[config.mk]
export PLATFORM = sky130hd
export DESIGN_NAME = instr_queue_flat
export DESIGN_NICKNAME = d
export VERILOG_FILES = /design/src/rtl/instr_queue_pkg.sv /design/src/rtl/instr_queue_if.sv /design/src/rtl/instr_queue_iq_ram.sv /design/src/rtl/instr_queue.sv /design/src/flat_wrapper.sv
export SDC_FILE = /design/constraint.sdc
export NUM_CORES = 1
export LEC_CHECK = 0
export ABC_AREA = 1
export BUFFER_PORTS_ARGS = -buffer_cell sky130_fd_sc_hd__buf_2
export CAP_MARGIN = 15
export CORE_MARGIN = 2
export CORE_UTILIZATION = 61
export CTS_BUF_LIST = sky130_fd_sc_hd__clkbuf_8 sky130_fd_sc_hd__clkbuf_16
export DETAILED_ROUTE_END_ITERATION = 16
export PLACE_DENSITY = 0.8
export SYNTH_ARGS = -nofsm -noshare
export SYNTH_HDL_FRONTEND = slang
export SYNTH_SLANG_ARGS = --single-unit
export TNS_END_PERCENT = 10
[constraint.sdc]
create_clock -name clk -period 2.4 [get_ports clk]
set_clock_uncertainty 0.2 [all_clocks]
set_input_delay 0.12 -clock clk [delete_from_list [all_inputs] [get_ports clk]]
set_output_delay 0.12 -clock clk [all_outputs]
set_load 0.005 [all_outputs]
[src/rtl/instr_queue_pkg.sv]
// Shared types and sizing for the instruction queue; IQ_SIZE_WIDTH and ROB_SIZE_WIDTH
// are global defines so the fetcher and RoB can size their own occupancy logic.
`ifndef IQ_SIZE_WIDTH
`define IQ_SIZE_WIDTH 3
`endif
`ifndef ROB_SIZE_WIDTH
`define ROB_SIZE_WIDTH 4
`endif

package instr_queue_pkg;

    localparam int IQ_SIZE_WIDTH_DEF = `IQ_SIZE_WIDTH;

    typedef struct packed {
        logic [31:0] instr;
        logic [31:0] addr;
    } iq_entry_t;

    // RVC encodings are every opcode whose low two bits are not 2'b11.
    function automatic logic is_compressed(input logic [31:0] word);
        return word[1:0] != 2'b11;
    endfunction

endpackage

[src/rtl/instr_queue_if.sv]
// Fetch-side and decode-side signals of the instruction queue.
// master = fetcher/decoder side, slave = the queue itself.
interface instr_queue_if
    import instr_queue_pkg::*;
#(
    parameter int IQ_SIZE_WIDTH = IQ_SIZE_WIDTH_DEF
);
    logic                     flush;
    logic                     fetch_valid;
    logic [31:0]              fetch_instr;
    logic [31:0]              fetch_addr;
    logic                     queue_full;
    logic                     dec_ready;
    logic [31:0]              dec_instr;
    logic [31:0]              dec_addr;
    logic                     dec_is_c;
    logic                     dec_issued;
    logic [IQ_SIZE_WIDTH:0]   count;

    modport master (
        output flush, fetch_valid, fetch_instr, fetch_addr, dec_issued,
        input  queue_full, dec_ready, dec_instr, dec_addr, dec_is_c, count
    );

    modport slave (
        input  flush, fetch_valid, fetch_instr, fetch_addr, dec_issued,
        output queue_full, dec_ready, dec_instr, dec_addr, dec_is_c, count
    );
endinterface

[src/rtl/instr_queue_iq_ram.sv]
// Entry storage: one synchronous write port, one asynchronous read port, cleared on reset.
// Write lands at the edge; read is combinational. No backpressure of its own.
module iq_ram
    import instr_queue_pkg::*;
#(
    parameter int AW = 3
) (
    input  logic      clk,
    input  logic      rst,
    input  logic      we,
    input  logic [AW-1:0] waddr,
    input  iq_entry_t wdat,
    input  logic [AW-1:0] raddr,
    output iq_entry_t rdat
);
    localparam int DEPTH = 1 << AW;

    iq_entry_t mem_q [DEPTH];
    iq_entry_t mem_d [DEPTH];

    always_comb begin
        for (int i = 0; i < DEPTH; i++) begin
            mem_d[i] = mem_q[i];
        end
        if (we) begin
            mem_d[waddr] = wdat;
        end
    end

    always_ff @(posedge clk) begin
        if (!rst) begin
            for (int i = 0; i < DEPTH; i++) begin
                mem_q[i] <= '0;
            end
        end else begin
            for (int i = 0; i < DEPTH; i++) begin
                mem_q[i] <= mem_d[i];
            end
        end
    end

    assign rdat = mem_q[raddr];

endmodule

[src/rtl/instr_queue.sv]
// Circular fetch->decode instruction buffer; 1-cycle push-to-head latency, 0 with IQ_BYPASS_EN.
// Backpressure: queue_full stalls the fetcher; decoder pops via dec_issued; flush empties it.
module instr_queue
    import instr_queue_pkg::*;
#(
    parameter int IQ_SIZE_WIDTH = IQ_SIZE_WIDTH_DEF
) (
    input  logic clk,
    input  logic rst,
    input  logic rdy,
    instr_queue_if.slave bus
);
    localparam logic [IQ_SIZE_WIDTH:0]   FULL_CNT = {1'b1, {IQ_SIZE_WIDTH{1'b0}}};
    localparam logic [IQ_SIZE_WIDTH:0]   CNT_ONE  = {{IQ_SIZE_WIDTH{1'b0}}, 1'b1};
    localparam logic [IQ_SIZE_WIDTH-1:0] PTR_ONE  = {{(IQ_SIZE_WIDTH-1){1'b0}}, 1'b1};

    logic [IQ_SIZE_WIDTH-1:0] head_q, head_d;
    logic [IQ_SIZE_WIDTH-1:0] tail_q, tail_d;
    logic [IQ_SIZE_WIDTH:0]   count_q, count_d;

    logic      empty, full;
    logic      bypass, bypass_take;
    logic      push, pop;
    iq_entry_t head_ent;
    iq_entry_t wr_ent;

    assign empty = (count_q == '0);
    assign full  = (count_q == FULL_CNT);

`ifdef IQ_BYPASS_EN
    assign bypass = rdy && bus.fetch_valid && !bus.flush && empty;
`else
    assign bypass = 1'b0;
`endif
    // A bypassed word issued in the same cycle never occupies a slot.
    assign bypass_take = bypass && bus.dec_issued;

    assign push = rdy && bus.fetch_valid && !full && !bus.flush && !bypass_take;
    assign pop  = rdy && bus.dec_issued && !empty && !bus.flush;

    always_comb begin
        head_d  = head_q;
        tail_d  = tail_q;
        count_d = count_q;
        if (rdy) begin
            if (bus.flush) begin
                head_d  = '0;
                tail_d  = '0;
                count_d = '0;
            end else begin
                if (push) tail_d = tail_q + PTR_ONE;
                if (pop)  head_d = head_q + PTR_ONE;
                unique case ({push, pop})
                    2'b10:   count_d = count_q + CNT_ONE;
                    2'b01:   count_d = count_q - CNT_ONE;
                    default: count_d = count_q;
                endcase
            end
        end
    end

    always_ff @(posedge clk) begin
        if (!rst) begin
            head_q  <= '0;
            tail_q  <= '0;
            count_q <= '0;
        end else begin
            head_q  <= head_d;
            tail_q  <= tail_d;
            count_q <= count_d;
        end
    end

    assign wr_ent.instr = bus.fetch_instr;
    assign wr_ent.addr  = bus.fetch_addr;

    iq_ram #(
        .AW(IQ_SIZE_WIDTH)
    ) u_ram (
        .clk   (clk),
        .rst   (rst),
        .we    (push),
        .waddr (tail_q),
        .wdat  (wr_ent),
        .raddr (head_q),
        .rdat  (head_ent)
    );

    always_comb begin
        bus.dec_ready = !empty;
        bus.dec_instr = head_ent.instr;
        bus.dec_addr  = head_ent.addr;
        if (bypass) begin
            bus.dec_ready = 1'b1;
            bus.dec_instr = bus.fetch_instr;
            bus.dec_addr  = bus.fetch_addr;
        end
    end

    assign bus.dec_is_c   = is_compressed(bus.dec_instr);
    assign bus.queue_full = full;
    assign bus.count      = count_q;

endmodule

[src/flat_wrapper.sv]
// flat-port wrapper written by rule: the top's interface ports become plain ports
module instr_queue_flat import instr_queue_pkg::*;
#(
    parameter int IQ_SIZE_WIDTH = IQ_SIZE_WIDTH_DEF
)
  (clk, rst, rdy, bus_flush, bus_fetch_valid, bus_fetch_instr, bus_fetch_addr, bus_dec_issued, bus_queue_full, bus_dec_ready, bus_dec_instr, bus_dec_addr, bus_dec_is_c, bus_count);
  instr_queue_if #(.IQ_SIZE_WIDTH(IQ_SIZE_WIDTH)) bus_i ();
  input  logic clk;
  input  logic rst;
  input  logic rdy;
  input wire logic [$bits(bus_i.flush)-1:0] bus_flush;
  input wire logic [$bits(bus_i.fetch_valid)-1:0] bus_fetch_valid;
  input wire logic [$bits(bus_i.fetch_instr)-1:0] bus_fetch_instr;
  input wire logic [$bits(bus_i.fetch_addr)-1:0] bus_fetch_addr;
  input wire logic [$bits(bus_i.dec_issued)-1:0] bus_dec_issued;
  output wire logic [$bits(bus_i.queue_full)-1:0] bus_queue_full;
  output wire logic [$bits(bus_i.dec_ready)-1:0] bus_dec_ready;
  output wire logic [$bits(bus_i.dec_instr)-1:0] bus_dec_instr;
  output wire logic [$bits(bus_i.dec_addr)-1:0] bus_dec_addr;
  output wire logic [$bits(bus_i.dec_is_c)-1:0] bus_dec_is_c;
  output wire logic [$bits(bus_i.count)-1:0] bus_count;
  assign bus_i.flush = bus_flush;
  assign bus_i.fetch_valid = bus_fetch_valid;
  assign bus_i.fetch_instr = bus_fetch_instr;
  assign bus_i.fetch_addr = bus_fetch_addr;
  assign bus_i.dec_issued = bus_dec_issued;
  assign bus_queue_full = bus_i.queue_full;
  assign bus_dec_ready = bus_i.dec_ready;
  assign bus_dec_instr = bus_i.dec_instr;
  assign bus_dec_addr = bus_i.dec_addr;
  assign bus_dec_is_c = bus_i.dec_is_c;
  assign bus_count = bus_i.count;
  instr_queue #(.IQ_SIZE_WIDTH(IQ_SIZE_WIDTH)) u_core (.clk(clk), .rst(rst), .rdy(rdy), .bus(bus_i));
endmodule
-- Word-level counts from Yosys, hierarchy flattened
Memories as Yosys holds them, arrays and structs flattened. A register that Yosys moved wholly into a read port is not among the register bits.
Index checks and enable logic that the tools add are counted.
Widths: inputs -> output; s select.
- $add $sub $neg: 4
- div/mod/pow operators: 0
- multiply operators: 0
- bitwise gates (word level): 9
- reductions and logical operators: 17
- shifts and indexed selects: 0
- equal/unequal tests: 4
- muxes and demuxes: 22
- magnitude comparators: 2
- operators by type and width (kind ; count):
    $mux 64 ; 9
    $bwmux 512 ; 1
    $mux 512 ; 1
    $demux 64 s3 ; 1
    $mux 3 ; 6
    $or 1x1->1 ; 8
    $pmux 4 s2 ; 1
    $logic_and 1x1->1 ; 7
    $add 3x1->3 const B ; 2
    $reduce_and 2->1 ; 3
    $add 4x1->4 const B ; 1
    $eq 4x4->1 const B ; 1
    $ge 4x4->1 const B ; 1
    $logic_not 4->1 ; 1
    $lt 4x1->1 const B ; 1
    $mux 4 ; 1
    $not 3->4 ; 1
    $reduce_bool 2->1 ; 2
    $sub 4x1->4 const B ; 1
    $logic_not 1->1 ; 3
    $reduce_bool 3->1 ; 1
    $eq 2x1->1 const B ; 1
    $eq 2x2->1 const B ; 1
    $mux 1 ; 2
    $ne 2x2->1 const B ; 1
- bits in registers: 10
- output and inout port bits: 71
- memories kept: 1
- bits in latches: 0
- logic and storage cells: 62
- RAM bits: 512
- bits in read-only memories: 0
- memory list (name ; words ; bits a word ; read ports ; clocked after Yosys merged registers in ; write ports ; RTL line ; text):
    u_core.u_ram.mem_q ; 8 ; 64 ; 9 ; 1 ; 8 ; instr_queue_iq_ram.sv:18 ; iq_entry_t mem_q [DEPTH];

-- Depth between registers and ports, before layout
- depth in word-level cells: 8
- gate-level depth with buffers: 15

-- By module
Synthesis repeated with hierarchy kept, for this count alone.
- cells, all modules: 4029
- area, all modules: 25129.1 µm²
- modules (own cells, without submodules) (module ; seq. area each (µm²) ; times used ; area each (µm²) ; cells each):
    iq_ram ; 10249.8 ; 1 ; 24469.7 ; 3937
    instr_queue ; 200.2 ; 1 ; 659.4 ; 92

-- Worst setup path before layout
OpenSTA, ideal clock, no wires.
- kind: reg-to-reg
- from: reg u_core.count_q[1] (netlist: u_core.bus.count[1])
- to: reg u_core.count_q[3] (netlist: u_core.bus.count[3])
- data arrival time: 1.795 ns
- cell stages (with the launch flop): 14
- setup time: 0.117 ns
- path buffers: 0
- data required time: 2.083 ns
- slack: 0.287 ns
- cell sequence: dfxtp_1 > nor2_2 > nand2_1 > nand3_1 > nor2_1 > ha_1 > a21oi_1 > nand3_1 > nand2_1 > nand2_1 > nand2_1 > nor2_1 > nor2_1 > nor2_1
- word-level cells in the longest chain between the ends: 7
- elaborated cells between the ends (all ways): 16
- those cells by class: 2 x add/sub; 3 x eq/ne; 2 x mux; 9 x reduce/logical
- ends and longest elaborated chain (element ; RTL line ; text):
    start: declaration ; instr_queue.sv:19 ; logic [IQ_SIZE_WIDTH:0] count_q, count_d;
    start signal: assignment ; instr_queue.sv:70 ; count_q <= count_d;
    $logic_not 4->1 (*) ; instr_queue.sv:27 ; assign empty = (count_q == '0);
    $logic_not 1->1 (*) ; n/a ;
    via bus_dec_ready ; flat_wrapper.sv:17 ; output wire logic [$bits(bus_i.dec_ready)-1:0] bus_dec_ready;
    $logic_and 1x1->1 (*) (2 in a row) ; instr_queue.sv:39 ; assign pop = rdy && bus.dec_issued && !empty && !bus.flush;
    $eq 2x1->1 / $eq 2x2->1 (equally long branches) ; instr_queue.sv:53 ; unique case ({push, pop})
    $pmux 4 s2 / $reduce_bool 3->1 (equally long branches) ; n/a ;
    $mux 4 / $reduce_and 2->1 (equally long branches) ; n/a ;
The timed path passes the listed nets; every way through them passes the cells marked *.
A chain may end at the register's enable or synchronous reset.

==> implementation parameters <==
Parameter                              Value

Clocking
  Clock tree from TritonCTS ... done
  Clock slew seen by the registers of the worst setup and hold paths ... 0.06 ns
  Number of clock sinks seen by CTS ... 525
  Number of buffers created by CTS ... 52
  Maximum root-to-sink buffer count ... 3
  H-tree depth reported by CTS ... 2
  Clock tree root driver cell ... sky130_fd_sc_hd__clkbuf_16
  Later-pin clock latency in the skew report ... 0.59 ns

Run status
  Violated checks ... negative setup slack
  Run status ... complete, but fails checks

Pwr
  Power density cells ... 703.2 mW/mm²
  Peak supply drop ... 0.5773 mV
  Leak pwr ... 9.788 nW

Place
  Buffers on Ports ... 140
  Placer congestion estimate ... 0.8255
  Placement-stage worst setup slack ... 0.2346 ns
  Number of cells in the design after placement ... 3541
  Final HPWL from detailed placement ... 34630 µm

Job
  Max-cap viol count ... 0

Drt
  Total via count after detailed routing ... 21546
  DRT antenna net count ... 0
  Number of remaining DRC errors ... 0
  Final Routed Wirelength ... 62400 µm
  Via density ... 5.809
  Number of search-and-repair iterations in the first detailed-routing pass ... 6
  WL per Instance ... 16.82 µm
  DR iter-0 viols ... 1695

Floorplanning
  Area of the die ... 0.03834 mm²
  Core outline area ... 0.03643 mm²
  Effective utilization at floorplan ... 61.60%
  I/O pin count ... 141
  Vertical extent of the die ... 195.8 µm
  Die Width ... 195.8 µm
  Cell row count ... 70

Cells and area
  Net count, final ... 3278
  Fraction of layout instances using a drive strength above 1 ... 10.31%
  Filler-free cell count of the finished design ... 3709
  Total area of multi-input combinational cells ... 0.009818 mm²
  Register Area ... 0.01052 mm²
  Number of filler cells placed in the layout ... 2883
  Area growth from synthesis to layout ... 16.75%

Timing
  Max Transition Viols Final ... 0
  Count of endpoints failing hold in the final timing report ... 0
  Highest achievable clock rate ... 392.7 MHz
  Period Utilization, post-route ... 106.1%
  Worst slew margin ... 56.05%
  Final setup margin ... -0.1468 ns
  Setup repair after global routing missed its margin ... yes
  WHS ... 0.2004 ns
  Worst Max-Slew Pin Slew ... 0.6593 ns
  Final setup viols ... 51
  Minimum period implied by the final worst setup slack ... 2.547 ns

Synthesis
  Gate Count Post-Synth ... 3128
  Yosys Warn Count ... 0
  Multiplexer fraction of the synthesized cell area ... 0%
  Average footprint of a synthesized cell ... 7.175 µm²
  Unique masters post-synth ... 31
  Post-synthesis compound-gate area fraction ... 30.67%
  Simple-gate share of the synthesized area ... 12.19%
  Post-synthesis instance area ... 0.02244 mm²
  Number of storage elements in the synthesis netlist ... 525
  Synthesized Nets ... 3203
  Share of the synthesized netlist area taken by xor and xnor gates ... 0.07805%
  Cells taking the most area after synthesis ... sky130_fd_sc_hd__dfxtp_1, sky130_fd_sc_hd__o21ai_0, sky130_fd_sc_hd__nor2_1, sky130_fd_sc_hd__a21oi_1, sky130_fd_sc_hd__inv_1
  Main combinational cell family by area after synthesis ... compound AO/OA/AOI/OAI gates
  Synth Area in Adders ... 0.3122%
  Top-area cell type share of the netlist area ... 46.83%
  Largest area contributor in the synthesized netlist ... sky130_fd_sc_hd__dfxtp_1
  Register area share after synthesis ... 46.83%

Worst setup path
  Critical Path Source Type ... flip-flop
  Req. time, crit path ... 2.08 ns
  Type of the setup path with the least slack ... flip-flop to output pin
  Crit end category ... output pin
  Internal reg-to-reg setup slack ... 0.17 ns
  Critical path arrival ... 2.23 ns
  Max FO, Critical Path ... 32

GRT
  Antenna violations before repair ... 2
  Total congestion overflow ... 0
  Gr usage total ... 31.83%
  Via count of the first global-routing pass ... 20286
  Largest net degree at the start of global routing ... 110
  Global-route wire length before repair ... 101000 µm

Worst hold path
  Min-delay worst type ... input port to flip-flop
==> cell type report <==
cell class                      instances  area share, %
Inverter                              275          4.064
Multi-Input combinational cell       2065          37.47
Clock inverter                         32          1.342
Clock buffer                           59          5.377
Sequential cell                       525          40.17
Timing Repair inverter                  1        0.03343
Timing Repair Buffer                  283          9.302
Tap cell                              468          2.235
Antenna cell                            1       0.009551
==> where the power goes <==
group	internal, mW	switching (mW)
Combinational	0.433	0.713
Sequential	8.79	0.0468
Clock	5.02	3.42
Total	14.2	4.17
==> flip-flops by register name, summed over array words and instances, names as in the netlist, named ones only <==
name	flops
u_core.u_ram.mem_q	512
u_core.tail_q	3
u_core.head_q	3
u_core.bus.count	4
==> kinds of logic (layout without fill, tap and decap cells) <==
| logic type | count (synthesis) | count (layout) |
|---|---|---|
| compound gates | 1359 | 1359 |
| simple gates | 699 | 699 |
| buf+inv | 538 | 650 |
| flops | 525 | 525 |
| fa+ha+maj | 5 | 5 |
| xor+xnor | 2 | 2 |
| other cells | 0 | 1 |
==> cell usage in the layout, fill, tap and decap left out, types with 26 or more instances in the layout <==
master	n
sky130_fd_sc_hd__inv_1	277
sky130_fd_sc_hd__buf_2	139
sky130_fd_sc_hd__nand2_1	26
sky130_fd_sc_hd__nor2_1	648
sky130_fd_sc_hd__buf_12	29
sky130_fd_sc_hd__dfxtp_1	520
sky130_fd_sc_hd__o21ai_1	105
sky130_fd_sc_hd__dlygate4sd3_1	71
sky130_fd_sc_hd__clkbuf_16	54
sky130_fd_sc_hd__o21ai_0	728
sky130_fd_sc_hd__buf_4	34
sky130_fd_sc_hd__a21oi_1	457
sky130_fd_sc_hd__a31oi_1	55
==> repair_timing <==
item,4_1_cts,5_1_grt
pin swaps,4,3
gates cloned,2,1
resized for setup,21,27
hold endpoints to repair,525,2
hold buffers,71,1
setup endpoints to repair,65,221
setup buffers,1,1
==> critical path, cell delays in order, from the launching register on <==
cell,delay [ns]
sky130_fd_sc_hd__dfxtp_4,0.46
sky130_fd_sc_hd__inv_16,0.11
sky130_fd_sc_hd__buf_16,0.19
sky130_fd_sc_hd__buf_12,0.17
sky130_fd_sc_hd__a21oi_1,0.14
sky130_fd_sc_hd__o21ai_0,0.10
sky130_fd_sc_hd__a31oi_1,0.26
sky130_fd_sc_hd__buf_2,0.16
==> synthesized netlist by cell type <==
cell type                    n
sky130_fd_sc_hd__clkbuf_1  144
sky130_fd_sc_hd__ha_1        4
sky130_fd_sc_hd__fa_1        1
sky130_fd_sc_hd__inv_1     266
sky130_fd_sc_hd__buf_6       7
sky130_fd_sc_hd__nor2_8      1
sky130_fd_sc_hd__buf_1      10
sky130_fd_sc_hd__dfxtp_1   525
sky130_fd_sc_hd__nand3_2     2
sky130_fd_sc_hd__nand3_1     8
sky130_fd_sc_hd__nand2_4     1
sky130_fd_sc_hd__nand4_2     4
sky130_fd_sc_hd__o21ai_0   743
sky130_fd_sc_hd__buf_2      80
sky130_fd_sc_hd__nor2_1    648
sky130_fd_sc_hd__clkbuf_2   12
sky130_fd_sc_hd__xor2_1      1
sky130_fd_sc_hd__nor3_2      1
sky130_fd_sc_hd__nand2_2     2
sky130_fd_sc_hd__a31oi_1    64
sky130_fd_sc_hd__nand4_1     2
sky130_fd_sc_hd__nor2_4      1
sky130_fd_sc_hd__nand2_1    26
sky130_fd_sc_hd__inv_2       9
sky130_fd_sc_hd__or3_1       1
sky130_fd_sc_hd__a21oi_1   461
sky130_fd_sc_hd__nor2_2      2
sky130_fd_sc_hd__buf_4      10
sky130_fd_sc_hd__o21ai_1    90
sky130_fd_sc_hd__xnor2_1     1
sky130_fd_sc_hd__o211ai_1    1
==> worst paths after layout <==
kind                          endpoint  cells past startpoint                 startpoint
max reg2reg        u_core.bus.count[3]                     15        u_core.bus.count[1]
min           u_core.u_ram.mem_q[0][4]                      4          bus_fetch_addr[4]
max                  bus_dec_instr[15]                      7                  flip-flop
min reg2reg  u_core.u_ram.mem_q[7][25]                      2  u_core.u_ram.mem_q[7][25]
==> through the flow <==
stage	area, µm²	util, %	total power, mW	TNS (ns)
4_1_cts	26100	71.63	18.44	-3.129
6_report	26200	71.91	18.42	-2.888
5_1_grt	26200	71.91	18.94	-8.206
3_5_place_dp	23490	64.47	10.04	0
2_1_floorplan	22440	-	9.592	0
3_3_place_gp	23490	64.47	10.01	0
==> layer usage <==
layer	wire, µm	share of wire [%]	GRT usage [%]
met2	30910	50	55.81
met3	3840	6.2	4.418
met4	1756	2.8	12.46
met5	13	0.021	0
met1	25880	41	39.70
Note: power is estimated with default switching activity, not from simulation.
